===== src/rtl/muldiv_unit.sv =====
// ---------------------------------------------------------------------------
// muldiv_unit
// Iterative RV32M multiply/divide unit for the EX stage. Operands are
// captured on a start strobe; the unit then runs 32 radix-2 iterations
// (shift-add multiply or restoring divide), applies sign/special-case
// correction in one FIX cycle, and pulses done for one cycle. Latency is
// fixed: done is high exactly 34 cycles after the start cycle.
//
// Ports:
//   clk     in   1     clock, rising edge
//   rst_n   in   1     synchronous active-low reset
//   start   in   1     request, sampled only in IDLE
//   op      in   3     RV32M funct3 (MUL..REMU)
//   a, b    in   XLEN  rs1 / rs2 operands, sampled with start
//   flush   in   1     abort current operation, no done produced
//   busy    out  1     high whenever not IDLE
//   done    out  1     one-cycle pulse, result valid
//   result  out  XLEN  final value, held until the next FIX
// ---------------------------------------------------------------------------
module muldiv_unit #(
    parameter int XLEN = 32
) (
    input  logic            clk,
    input  logic            rst_n,
    input  logic            start,
    input  logic [2:0]      op,
    input  logic [XLEN-1:0] a,
    input  logic [XLEN-1:0] b,
    input  logic            flush,
    output logic            busy,
    output logic            done,
    output logic [XLEN-1:0] result
);

    typedef enum logic [1:0] {IDLE, CALC, FIX, DONE} state_t;

    state_t            state_reg;
    logic [2:0]        op_reg;
    logic              sign_a_reg;
    logic              sign_b_reg;
    logic [XLEN-1:0]   opa_reg;      // |a|: multiplier (shifts right) or dividend/quotient (shifts left)
    logic [XLEN-1:0]   opb_reg;      // |b|: multiplicand or divisor
    logic [XLEN-1:0]   a_orig_reg;   // raw a, returned by REM/REMU when b = 0
    logic              b_zero_reg;
    logic              ovf_reg;      // signed -2^31 / -1
    logic [2*XLEN-1:0] acc_reg;      // product, or remainder in the low half
    logic [4:0]        cnt_reg;
    logic              busy_reg;
    logic              done_reg;
    logic [XLEN-1:0]   result_reg;

    // Operand signedness from funct3: MULH, MULHSU, DIV, REM treat a as signed;
    // MULH, DIV, REM treat b as signed.
    logic            signed_a;
    logic            signed_b;
    logic [XLEN-1:0] abs_a;
    logic [XLEN-1:0] abs_b;

    assign signed_a = (op == 3'd1) || (op == 3'd2) || (op == 3'd4) || (op == 3'd6);
    assign signed_b = (op == 3'd1) || (op == 3'd4) || (op == 3'd6);
    assign abs_a    = (signed_a && a[XLEN-1]) ? (~a + 1'b1) : a;
    assign abs_b    = (signed_b && b[XLEN-1]) ? (~b + 1'b1) : b;

    // Shift-add step: add multiplicand into the high half when the current
    // multiplier LSB is set, then shift the whole accumulator right.
    logic [XLEN:0] mul_sum;
    assign mul_sum = {1'b0, acc_reg[2*XLEN-1:XLEN]} + {1'b0, (opa_reg[0] ? opb_reg : '0)};

    // Restoring step: bring down the next dividend bit and subtract if it fits.
    logic [XLEN:0]   div_shift;
    logic [XLEN:0]   div_diff;
    logic            div_ge;
    logic [XLEN-1:0] rem_next;
    assign div_shift = {acc_reg[XLEN-1:0], opa_reg[XLEN-1]};
    assign div_diff  = div_shift - {1'b0, opb_reg};
    assign div_ge    = (div_shift >= {1'b0, opb_reg});
    assign rem_next  = div_ge ? div_diff[XLEN-1:0] : div_shift[XLEN-1:0];

    // Sign correction and special-case selection applied in FIX.
    logic              neg;
    logic [2*XLEN-1:0] prod_fix;
    logic [XLEN-1:0]   quot_fix;
    logic [XLEN-1:0]   rem_fix;
    logic [XLEN-1:0]   fix_value;

    assign neg      = sign_a_reg ^ sign_b_reg;
    assign prod_fix = neg ? (~acc_reg + 1'b1) : acc_reg;
    assign quot_fix = neg ? (~opa_reg + 1'b1) : opa_reg;
    assign rem_fix  = sign_a_reg ? (~acc_reg[XLEN-1:0] + 1'b1) : acc_reg[XLEN-1:0];

    always_comb begin
        fix_value = '0;
        case (op_reg)
            3'd0:          fix_value = prod_fix[XLEN-1:0];
            3'd1, 3'd2,
            3'd3:          fix_value = prod_fix[2*XLEN-1:XLEN];
            3'd4, 3'd5: begin
                if (b_zero_reg)
                    fix_value = '1;
                else if (ovf_reg)
                    fix_value = {1'b1, {(XLEN-1){1'b0}}};
                else
                    fix_value = quot_fix;
            end
            default: begin
                if (b_zero_reg)
                    fix_value = a_orig_reg;
                else if (ovf_reg)
                    fix_value = '0;
                else
                    fix_value = rem_fix;
            end
        endcase
    end

    always_ff @(posedge clk) begin
        if (!rst_n) begin
            state_reg  <= IDLE;
            op_reg     <= '0;
            sign_a_reg <= 1'b0;
            sign_b_reg <= 1'b0;
            opa_reg    <= '0;
            opb_reg    <= '0;
            a_orig_reg <= '0;
            b_zero_reg <= 1'b0;
            ovf_reg    <= 1'b0;
            acc_reg    <= '0;
            cnt_reg    <= '0;
            busy_reg   <= 1'b0;
            done_reg   <= 1'b0;
            result_reg <= '0;
        end else if (flush) begin
            state_reg <= IDLE;
            busy_reg  <= 1'b0;
            done_reg  <= 1'b0;
        end else begin
            case (state_reg)
                IDLE: begin
                    done_reg <= 1'b0;
                    if (start) begin
                        state_reg  <= CALC;
                        busy_reg   <= 1'b1;
                        op_reg     <= op;
                        sign_a_reg <= signed_a && a[XLEN-1];
                        sign_b_reg <= signed_b && b[XLEN-1];
                        opa_reg    <= abs_a;
                        opb_reg    <= abs_b;
                        a_orig_reg <= a;
                        b_zero_reg <= (b == '0);
                        ovf_reg    <= op[2] && !op[0] && (a == {1'b1, {(XLEN-1){1'b0}}}) && (b == '1);
                        acc_reg    <= '0;
                        cnt_reg    <= '0;
                    end
                end
                CALC: begin
                    if (op_reg[2]) begin
                        acc_reg <= {{XLEN{1'b0}}, rem_next};
                        opa_reg <= {opa_reg[XLEN-2:0], div_ge};
                    end else begin
                        acc_reg <= {mul_sum, acc_reg[XLEN-1:1]};
                        opa_reg <= opa_reg >> 1;
                    end
                    cnt_reg <= cnt_reg + 5'd1;
                    if (cnt_reg == 5'd31)
                        state_reg <= FIX;
                end
                FIX: begin
                    result_reg <= fix_value;
                    done_reg   <= 1'b1;
                    state_reg  <= DONE;
                end
                DONE: begin
                    done_reg  <= 1'b0;
                    busy_reg  <= 1'b0;
                    state_reg <= IDLE;
                end
                default: begin
                    state_reg <= IDLE;
                    busy_reg  <= 1'b0;
                    done_reg  <= 1'b0;
                end
            endcase
        end
    end

    assign busy   = busy_reg;
    assign done   = done_reg;
    assign result = result_reg;

endmodule


===== config.mk =====
export PLATFORM = sky130hd
export DESIGN_NAME = muldiv_unit
export DESIGN_NICKNAME = d
export VERILOG_FILES = /design/src/rtl/muldiv_unit.sv
export SDC_FILE = /design/constraint.sdc
export NUM_CORES = 1
export LEC_CHECK = 0
export ABC_AREA = 0
export BUFFER_PORTS_ARGS = -buffer_cell sky130_fd_sc_hd__buf_2
export CAP_MARGIN = 20
export CORE_UTILIZATION = 45
export DETAILED_ROUTE_END_ITERATION = 7
export PLACE_DENSITY_LB_ADDON = 0.05
export SETUP_SLACK_MARGIN = 0.2
export SYNTH_ARGS = -nofsm -noshare
export SYNTH_HDL_FRONTEND = slang
export SYNTH_SLANG_ARGS = --single-unit

===== constraint.sdc =====
create_clock -name clk -period 8.93 [get_ports clk]
set_input_delay 1.3395 -clock clk [delete_from_list [all_inputs] [get_ports clk]]
set_output_delay 1.3395 -clock clk [all_outputs]
set_load 0.005 [all_outputs]

# Yosys cells after proc, flatten, opt, wreduce, memory -nomap -nowiden
# Index checks and enable logic that the tools add are counted.
[op_classes]
addsub = 8
n_reduce_logical = 26
order_cmp = 1
bitwise_logic = 8
mux = 26
n_eq_ne = 17
[ops]
columns = ["operator", "n"]
rows = [
  ["2-to-1 mux 32 bit", 12],
  ["2-to-1 mux 64 bit", 3],
  ["adder 32 x 1 -> 32 bit (second input constant)", 4],
  ["inverter 32 bit", 4],
  ["case mux 64 bit (2 select lines)", 1],
  ["case mux 32 bit (3 select lines)", 1],
  ["adder 64 x 1 -> 64 bit (second input constant)", 1],
  ["equality test 32 bit (second input constant)", 2],
  ["inverter 64 bit", 1],
  ["case mux 32 bit (2 select lines)", 1],
  ["adder 32 x 32 -> 33 bit", 1],
  [">= comparator 33 x 32 -> 1 bit", 1],
  ["zero test 32 bit", 1],
  ["subtractor 32 bit", 1],
  ["equality test 3 bit (second input constant)", 4],
  ["case mux 5 bit (2 select lines)", 1],
  ["equality test 3 x 2 -> 1 bit (second input constant)", 3],
  ["case mux 2 bit (4 select lines)", 1],
  ["equality test 3 x 1 -> 1 bit (second input constant)", 2],
  ["AND reduction 2 bit", 3],
  ["AND reduction 3 bit", 2],
  ["nonzero test 2 bit", 3],
  ["OR reduction 2 bit", 3],
  ["adder 5 x 1 -> 5 bit (second input constant)", 1],
  ["16 further kinds", 29],
]
[word_totals]
output_inout_bits = 34
regBits = 208
in_bits = 71

# Logic depth before layout (Yosys ltp)
[logic_depth]
word_depth = 8
ltp_mapped = 15
ltp_nobuf = 14

# Least setup slack after synthesis
# OpenSTA, ideal clock, no wires.
[synth_path]
path_type = "input to register"
start = "input port a[4]"
end = "register opa_reg[27]"
path_stages = 9
slack_ps = 5076
path_buffers = 0
arrival_ps = 3730
setup_time_ps = 123
required_time_ps = 8807
path_cell_list = "or4_1 > nor4_1 > and2_1 > nand2_1 > or4_1 > o31ai_1 > xnor2_1 > a221oi_1 > nor2b_1"
[synth_via]
elab_chain_cells = 5
[synth_lines]
columns = ["element", "line", "rtl"]
rows = [
  ["start: declaration", "27", "input logic [XLEN-1:0] a,"],
  ["inverter 32 bit", "61", "assign abs_a = (signed_a && a[XLEN-1]) ? (~a + 1'b1) : a;"],
  ["adder 32 x 1 -> 32 bit", "61", ""],
  ["2-to-1 mux 32 bit", "61", ""],
  ["2-to-1 mux 32 bit", "140", "if (start) begin"],
  ["case mux 32 bit (2 select lines)", "137", "case (state_reg)"],
  ["end signal: assignment", "146", "opa_reg <= abs_a;"],
  ["end signal: assignment", "158", "opa_reg <= {opa_reg[XLEN-2:0], div_ge};"],
  ["end signal: assignment", "161", "opa_reg <= opa_reg >> 1;"],
  ["end: declaration", "41", "logic [XLEN-1:0] opa_reg;"],
]
# Every way passes these cells. The select of a mux whose other input is x is not followed.
# A chain may end at the register's enable or synchronous reset.

# Final worst setup path
[layout_path]
start = "register acc_reg[29]"
end = "register opa_reg[0]"
[layout_via]
elab_chain_cells = 3
[layout_lines]
columns = ["element", "line", "rtl"]
rows = [
  ["start: declaration", "46", "logic [2*XLEN-1:0] acc_reg;"],
  ["start signal: assignment", "157", "acc_reg <= {{XLEN{1'b0}}, rem_next};"],
  ["start signal: assignment", "160", "acc_reg <= {mul_sum, acc_reg[XLEN-1:1]};"],
  [">= comparator 33 x 32 -> 1 bit", "76", "assign div_ge = (div_shift >= {1'b0, opb_reg});"],
  ["2-to-1 mux 32 bit", "156", "if (op_reg[2]) begin"],
  ["case mux 32 bit (2 select lines)", "137", ""],
]
# Every way passes these cells.

==> impl_metrics.json <==
{
  "peakVddDrop_v": 0.000134,
  "cp.required_ns": 9.37,
  "globalRouteOverflowTotal": 0,
  "ys_types": 77,
  "drc_errors": 0,
  "hold_buffers": 0,
  "outcome": "finished, final reports clean",
  "place_congestion": 0.926,
  "async_flop_share": 0,
  "ys_seq_area_frac": 0.243,
  "met3_length_um": 3970,
  "p_leak_nw": 7.80,
  "drv_slew": 0,
  "cp_slowest_stage_delay_ns": 0.76,
  "portBuffers": 104,
  "ant_nets": 0,
  "h-tree-depth": 1,
  "cts_num_sinks": 208,
  "ys.flop_type": "dfxtp_1",
  "top_layer_used": "met4",
  "wl_per_cell_um": 22.5,
  "crit_path_start_kind": "flip-flop",
  "drtPass1Iterations": 5,
  "cpMaxStageDelayCell": "a311oi_1",
  "worst_slew_pin_slew_ns": 1.09,
  "vias": 17253,
  "layout_min_cycle_time_ns": 3.96,
  "cp_data_arrival_time_ns": 4.40,
  "ys_warn_count": 0,
  "crit_fanout": 50,
  "multiInputGateArea_sq_um": 12100,
  "track_usage": 0.322,
  "synthCells": 2310,
  "tritoncts": "yes",
  "cp_num_cells": 12,
  "finalCritPeriodShare": 0.444,
  "worstSetupEndpointType": "flip-flop",
  "synth_top_area_frac": 0.243,
  "rr_worst_depth": 12,
  "synth-seq-cells": 208,
  "hold_depth": 1,
  "grt_pass1_wl_um": 96700,
  "cpMostUsedCell": "nand2_1",
  "dr_wl_met2_um": 28400,
  "synth_area_leaders": "dfxtp_1 (24%), nand2_1 (7.0%), xnor2_1 (6.8%)",
  "max_freq_mhz": 252,
  "cts_buffers": 27,
  "rsz0062_at_grt": "false",
  "clk_latency_ns": 0.58,
  "die_h_um": 197,
  "antenna_found_initial": 0,
  "synth_edf_count": 0,
  "nNetsFinal": 2440,
  "grt_pass1_vias": 15983,
  "powerDensity_nw_per_um2": 147,
  "die_area_sq_um": 38800,
  "core_sq_um": 37600,
  "synth.net_count": 2459,
  "via_per_inst": 6.11,
  "drv_cap": 0,
  "cts_max_path_buffers": 3,
  "finClkSkew_ns": 0.0270,
  "grt_max_degree": 77,
  "m1WireLength_um": 28700,
  "fin_setup_tns_ns": 0,
  "top_level_ports": 105,
  "hpwlAfterDp_um": 46800,
  "placed_area_sq_um": 17800,
  "relSlewSlack": 0.273,
  "path_delay_family": "compound AO/OA/AOI/OAI gates",
  "hold_class": "reg -> reg",
  "syn_to_final_growth_pct": 10.1,
  "rows": 71,
  "crit_chain": "ha_1 > a21oi_1 > o211ai_1 > a311oi_1 > nand2_1 > nand4bb_1 > and2_2 > buf_4 > nand2_1 > o21ai_0 > a222oi_1 > nor2b_1",
  "wirelength_um": 63500,
  "drive_gt1_frac": 0.0904,
  "seq_area_sq_um": 4170,
  "post-cts-setup-buffers": 0,
  "path_class": "reg -> reg",
  "rrSetupSlack_ns": 4.97,
  "hold_violations": 0,
  "fillerInstances": 3810,
  "syn-cell-area_sq_um": 17100,
  "clk_pin_slew_ns": 0.06,
  "path_buf_inv": 1,
  "design_area_sq_um": 18800,
  "start_util": 0.455,
  "diodes": 0,
  "clockRootBuffer": "clkbuf_16",
  "avgSynthCellArea_sq_um": 7.41,
  "largest_register_ffs": 64,
  "die_w_um": 197,
  "finalSetupViolCount": 0,
  "ctsResizeCount": 0,
  "first_iter_violations": 1155,
  "synth.largest_area_cell": "dfxtp_1"
}
## path summary, 6_finish.rpt
| check | to | start |
|---|---|---|
| hold reg to reg | result[8]$_SDFFE_PN0P_ | result[8]$_SDFFE_PN0P_ |
| setup / recovery | opa_reg[0]$_SDFFE_PN0P_ | acc_reg[29]$_SDFFE_PN0P_ |
| setup reg to reg | opa_reg[0]$_SDFFE_PN0P_ | acc_reg[29]$_SDFFE_PN0P_ |
| hold / removal | result[8]$_SDFFE_PN0P_ | result[8]$_SDFFE_PN0P_ |
## cells by family after synthesis
| group | synth area share |
|---|---|
| AND/OR/NAND/NOR | 0.211 |
| AO/OA/AOI/OAI | 0.289 |
| flip-flops | 0.243 |
| multiplexers | 0.0325 |
| XOR/XNOR | 0.111 |
| buffers and inverters | 0.0552 |
| adder cells (fa/ha/maj) | 0.0579 |
## layer usage
layer	vias up	track usage
met5	-	0
met4	0	0.115
met3	113	0.0376
met2	588	0.517
met1	8261	0.444
li1	8291	-
## area by class of cell
cell class,count,share of cell area
Multi-Input combinational cell,1854,0.640
Sequential cell,208,0.221
Clock buffer,35,0.0407
Timing Repair Buffer,130,0.0388
Tap cell,511,0.0339
Inverter,70,0.0140
Clock inverter,15,0.0112
## Yosys cell counts, types with 22 or more instances
cell type / n
inv_1: 70
xor2_1: 84
o31ai_1: 35
o21ai_0: 177
a221oi_1: 37
mux2i_1: 51
a22oi_1: 24
ha_1: 76
xnor2_1: 133
o211a_1: 24
nor3_1: 62
clkbuf_1: 152
buf_1: 22
o211ai_1: 40
nor2b_1: 40
nand2_1: 321
a21boi_0: 65
nor2_1: 146
a21oi_1: 150
dfxtp_1: 208
a21o_1: 40
nand3_1: 34
## through the flow
| stage | util | instances | hold slack [ns] | power [W] | setup WS (ns) |
|---|---|---|---|---|---|
| after floorplan | - | 2310 | 0.415 | 0.00138 | 5.08 |
| after global placement | 0.475 | 2772 | 0.430 | 0.00156 | 4.55 |
| after CTS | 0.501 | 2822 | 0.448 | 0.00278 | 4.66 |
| after global routing | 0.501 | 2823 | 0.478 | 0.00288 | 4.66 |
| after detailed placement | 0.475 | 2772 | 0.434 | 0.00156 | 4.48 |
| final | 0.501 | 2823 | 0.441 | 0.00277 | 4.97 |
## worst reg2reg max path: cells and delay by family (launching register included)
family | cells | cell delay, ns
AOI/OAI and AO/OA | 5 | 1.70
and+or+nand+nor | 5 | 0.86
DFF | 1 | 0.59
adders and majority gates | 1 | 0.38
buffers and inverters | 1 | 0.33
## cells in the final DEF, fill, tap and decap left out, types with 7 or more instances in the layout
cell and n:
or3_1 18, o21ai_0 177, and2_1 17, a21o_1 40
a22oi_1 24, and3_1 15, a221oi_1 37, a31oi_1 19
nor2b_1 40, xnor2_1 132, a21boi_0 65, nand4_1 19
nand2_1 321, o21a_1 11, nor4_1 21, nor2_1 143
ha_1 75, or4_1 14, buf_4 26, o41ai_1 13
a222oi_1 7, o211a_1 24, o31ai_1 35, nand2b_1 17
nor3_1 61, clkbuf_16 27, buf_2 103, o211ai_1 40
a22o_1 16, inv_1 70, o21bai_1 13, dfxtp_1 207
nand3_1 34, a211oi_1 11, xor2_1 83, mux2i_1 51
o221ai_1 10, a21oi_1 150
## where the power goes
group | switching (W) | leakage, nW | internal (W)
clock | 0.000472 | 0.477 | 0.000747
combinational | 0.000357 | 5.63 | 0.000191
sequential | 0.0000422 | 1.69 | 0.000960
total | 0.000871 | 7.80 | 0.00190
(Power assumes the default switching activity.)
